**config.mk**
```make
export PLATFORM = sky130hd
export DESIGN_NAME = polar_butterfly_stage_8
export DESIGN_NICKNAME = d
export VERILOG_FILES = /design/src/rtl/polar_butterfly_stage_8.sv
export SDC_FILE = /design/constraint.sdc
export NUM_CORES = 1
export LEC_CHECK = 0
export CAP_MARGIN = 20
export CORE_MARGIN = 1
export CORE_UTILIZATION = 55
export CTS_CLUSTER_DIAMETER = 100
export DETAILED_ROUTE_END_ITERATION = 16
export PLACE_DENSITY_LB_ADDON = 0.3
export REMOVE_ABC_BUFFERS = 1
export SLEW_MARGIN = 25
export SYNTH_ARGS = -nofsm -noshare
export SYNTH_HDL_FRONTEND = slang
export SYNTH_SLANG_ARGS = --single-unit
```
**constraint.sdc**
```tcl
create_clock -name clk -period 3.1 [get_ports clk]
set_input_delay 0.31 -clock clk [delete_from_list [all_inputs] [get_ports clk]]
set_output_delay 0.31 -clock clk [all_outputs]
set_load 0.01 [all_outputs]
```
**src/rtl/polar_butterfly_stage_8.sv**
```systemverilog
// polar_butterfly_stage_8: serial polar-encoder butterfly stage of distance D=2**STAGE
// ports: clk; reset (async, active-high); enb (clock enable, freezes all state);
//        dataIn/validIn input bit stream; dataOut/validOut registered output bit stream
module polar_butterfly_stage_8 #(
  parameter int N     = 1024,
  parameter int STAGE = 8
) (
  input  logic clk,
  input  logic reset,
  input  logic enb,
  input  logic dataIn,
  input  logic validIn,
  output logic dataOut,
  output logic validOut
);
  localparam int D = 2 ** STAGE;
  if (STAGE < 1 || N % (2 * D) != 0) begin : g_bad_params
    $error("polar_butterfly_stage_8: N must be a multiple of 2*2**STAGE and STAGE >= 1");
  end
  logic [D-1:0]     mem_q;
  logic [STAGE:0]   in_cnt_q, in_cnt_d;
  logic [STAGE-1:0] rd_ptr_q, rd_ptr_d, k;
  logic pend_q, pend_d, data_out_q, data_out_d, valid_out_q, valid_out_d;
  logic acc, ph, drain, last, out_v, out_bit;
  always_comb begin
    acc         = enb & validIn;
    ph          = in_cnt_q[STAGE];
    k           = in_cnt_q[STAGE-1:0];
    // a pending second-half bit leaves on any idle cycle, or alongside the first-half
    // accept that is about to overwrite its slot
    drain       = pend_q & (~acc | (~ph & (rd_ptr_q == k)));
    last        = acc & ph & (&k);
    out_v       = drain | (acc & ph);
    out_bit     = (acc & ph) ? mem_q[k] ^ dataIn : mem_q[rd_ptr_q];
    in_cnt_d    = acc ? in_cnt_q + 1'b1 : in_cnt_q;
    rd_ptr_d    = last ? '0 : drain ? rd_ptr_q + 1'b1 : rd_ptr_q;
    pend_d      = last | (pend_q & ~(drain & (&rd_ptr_q)));
    data_out_d  = out_v ? out_bit : data_out_q;
    valid_out_d = out_v;
  end
  always_ff @(posedge clk or posedge reset) begin
    if (reset) begin
      in_cnt_q    <= '0;
      rd_ptr_q    <= '0;
      pend_q      <= 1'b0;
      data_out_q  <= 1'b0;
      valid_out_q <= 1'b0;
    end else if (enb) begin
      in_cnt_q    <= in_cnt_d;
      rd_ptr_q    <= rd_ptr_d;
      pend_q      <= pend_d;
      data_out_q  <= data_out_d;
      valid_out_q <= valid_out_d;
    end
  end
  always_ff @(posedge clk) begin
    if (acc) mem_q[k] <= dataIn;
  end
  assign dataOut  = data_out_q;
  assign validOut = valid_out_q;
endmodule
```
==> flow_summary.yaml <==
power_and_ir_drop:
  p_leak_nw: 4.98
  p_per_area_mw_per_mm2: 692
  p_sw_w: 0.00356
  switching_share_pct: 31.9
  ir_drop_mv: 0.442
  intPower_w: 0.00762
  power_frac_seq_pct: 39.5
  combPwrFrac_pct: 29.3
  clockPowerShare_pct: 31.2
synth:
  synth-main-ff-cell: "edfxtp_1"
  synth.distinct_cells: 55
  ys_ff_latch: 276
  yosys_warnings: 0
  syn_avg_cell_area_um2: 14.3
  async_flop_share_pct: 7.25
  synth_edf_count: 256
  synth-seq-area-share_pct: 56.2
  netlist_instances: 1022
  netlist_area_mm2: 0.0146
timing:
  finalSetupTns_ns: 0
  clock_skew_ns: 0.0183
  drv_slew: 0
  period_share_pct: 91.0
  maxSlewHeadroom_pct: 39.6
  worst_pin_slew_ns: 0.905
  fin_crit_ns: 2.82
  hold_viol: 0
  finalSetupViolCount: 0
  rsz0062_at_grt: "no"
  fin_ws_ns: 0.280
  max_freq_mhz: 355
clocking:
  insertion_delay_ns: 0.56
  cts_max_level: 1
  cts_inserted_buffers: 29
  max-clock-path-buffers: 3
  clock-sinks: 276
  cts-root-buf: "clkbuf_16"
  cts_hold_buffers: 0
  cts_tree: "yes"
  post_cts_resized: 0
  cts.reportedPaths.clkPinSlew_ns: 0.07
  cts_setup_buffers: 0
worst_setup_path:
  rrSetupSlack_ns: 0.28
  crit_chain: "buf_12, mux4_2, mux2i_1, mux2_2, o211ai_1, or3b_1, and3_1, a221oi_2"
  start_kind: "flip-flop"
  arrival_ns: 3.29
  rr_worst_depth: 8
  slowest_stage: "dfrtp_4"
  cp.required_ns: 3.57
  slowest_delay_ns: 0.66
  cp_max_fo: 26
  path_class: "reg2reg"
  endpoint_kind: "flip-flop"
  reg2reg_to: "dataOut"
  reg2reg_from: "in_cnt_q[1]"
final_layout:
  drive_above_1_share_pct: 23.9
  n_antenna_cell: 0
  syn2layout_area_growth_pct: 11.0
  final_area_mm2: 0.0162
  nets: 1055
placement:
  place_area_mm2: 0.0152
  place_congestion: 0.922
  dp_slack_ns: 0.335
  port-buffer-count: 6
  place_hpwl_um: 25700
floorplan:
  die_area_mm2: 0.0271
  die_x_um: 165
  boundaryPins: 7
  core_mm2: 0.0261
  initial_core_util_pct: 55.9
  rows: 59
  dieHeight_um: 165
drt:
  wl_per_cell_um: 27.4
  ant_nets: 0
  routed_wirelength_um: 38400
  drt_iter0_markers: 1072
  drtPass1Iterations: 6
  dr_total_vias: 9430
  avgViaCountPerCell: 6.72
  drc: 0
global_routing:
  grt_first_pass_wirelength_um: 57900
  grt-busiest-layer: "met2"
  use_met1_pct: 40.2
  grt_max_degree: 101
  antenna_found_initial: 0
  grt-ovfl-total: 0
  track_usage_pct: 29.5
  grt_use_met3_pct: 6.58
  grtUsageMet2_pct: 47.4
  grt_pass1_vias: 9531
status:
  outcome: "completed"
flow_run:
  drv_cap: 0
min_path:
  hold_class: "in2async"
## cells in the mapped netlist, drive strengths merged (8+ instances only)
library cell,count,share of area (%)
nor2,276,7.1
edfxtp,256,53
mux4,137,22
nand2,51,1.3
clkbuf,47,1.2
buf,41,2.3
mux2i,23,1.6
dfrtp,20,3.4
nand3,19,0.65
xnor2,17,1.0
o22ai,11,0.47
a21oi,8,0.27
nor2b,8,0.39
nor3,8,0.27
## power groups by stage
stage                     Combinational, W  Clock (W)  Sequential [W]
after global placement             0.00318          0         0.00449
after detailed placement           0.00321          0         0.00450
final                              0.00327    0.00349         0.00442
after floorplan                    0.00175          0         0.00462
after global routing               0.00342    0.00367         0.00444
after CTS                          0.00322    0.00353         0.00442
## sequential cells by signal, summed over array words and instances (netlist names)
name and count:
rd_ptr_q 8, mem_q 256, dataOut 1, validOut 1, in_cnt_q 9, pend_q 1
## final cells by class
type	count	area, um2
fill	1975	9890
multi-input combinational	650	5840
timing repair buffer	80	704
tap	335	419
clock buffer	46	902
clock inverter	8	71.3
inverter	8	30.0
sequential	276	8200
## worst max path at each step
stage                           start      end  depth (start not counted)
final                     in_cnt_q[1]  dataOut                          8
after global routing      in_cnt_q[3]  dataOut                          9
after CTS                 in_cnt_q[1]  dataOut                          8
after detailed placement  in_cnt_q[1]  dataOut                          8
after global placement    in_cnt_q[3]  dataOut                          8
after floorplan           rd_ptr_q[0]  dataOut                          7
## routing by layer
layer | routed length (um) | vias up
met5 | 0 | -
met4 | 1210 | 0
met3 | 4190 | 93
met2 | 18400 | 535
met1 | 14700 | 4825
li1 | - | 3977
## critical path, delay by kind of cell (launching register included)
kind                   cells  cell delay (ns)
AOI/OAI and AO/OA          2             0.49
buffers and inverters      1             0.26
DFF                        1             0.66
muxes                      3             0.70
and+or+nand+nor            2             0.59
## kinds of logic (layout without fill, tap and decap cells)
| logic type | Yosys count | after routing | share of synthesized area, % |
|---|---|---|---|
| compound gates | 62 | 62 | 3.30 |
| xor+xnor | 22 | 22 | 1.32 |
| fa+ha+maj | 5 | 5 | 0.429 |
| buf+inv | 96 | 142 | 3.70 |
| flops | 276 | 276 | 56.2 |
| mux | 163 | 163 | 23.6 |
| simple gates | 398 | 398 | 11.5 |
## through the flow
step                util (%)  hold slack [ns]  total power (W)  instances
floorplan                  -            0.274          0.00637        934
global placement        58.3            0.497          0.00767       1349
detailed placement      58.3            0.491          0.00770       1349
CTS                     62.1            0.261           0.0112       1403
global route            62.1            0.320           0.0115       1403
finish                  62.1            0.246           0.0112       1403
## placed cells by master, fill, tap and decap left out, types with 4 or more instances in the layout
cell type | netlist | routed
xor2_1 | 5 | 5
dfrtp_1 | 20 | 15
o21ai_0 | 6 | 6
inv_1 | 5 | 5
edfxtp_1 | 256 | 256
nor3_1 | 8 | 8
nand3b_1 | 5 | 5
clkbuf_8 | 0 | 7
a22oi_1 | 5 | 5
nand2_1 | 51 | 51
nand4_1 | 4 | 4
clkbuf_1 | 47 | 8
mux4_2 | 114 | 114
and3_1 | 5 | 5
mux2i_1 | 23 | 23
clkdlybuf4s50_1 | 0 | 5
a21oi_1 | 8 | 8
nand3_1 | 19 | 19
mux4_1 | 23 | 23
buf_12 | 3 | 7
nor2b_1 | 7 | 7
a221oi_1 | 4 | 4
or3b_2 | 4 | 4
buf_4 | 11 | 67
nor2_1 | 276 | 276
nand2b_1 | 5 | 5
o211ai_1 | 4 | 4
clkinv_2 | 0 | 5
ha_1 | 5 | 5
nor4_1 | 4 | 4
clkbuf_16 | 0 | 31
a211oi_1 | 5 | 5
xnor2_1 | 17 | 17
o22ai_1 | 11 | 11
No activity file was read; power rests on OpenSTA's default activity.
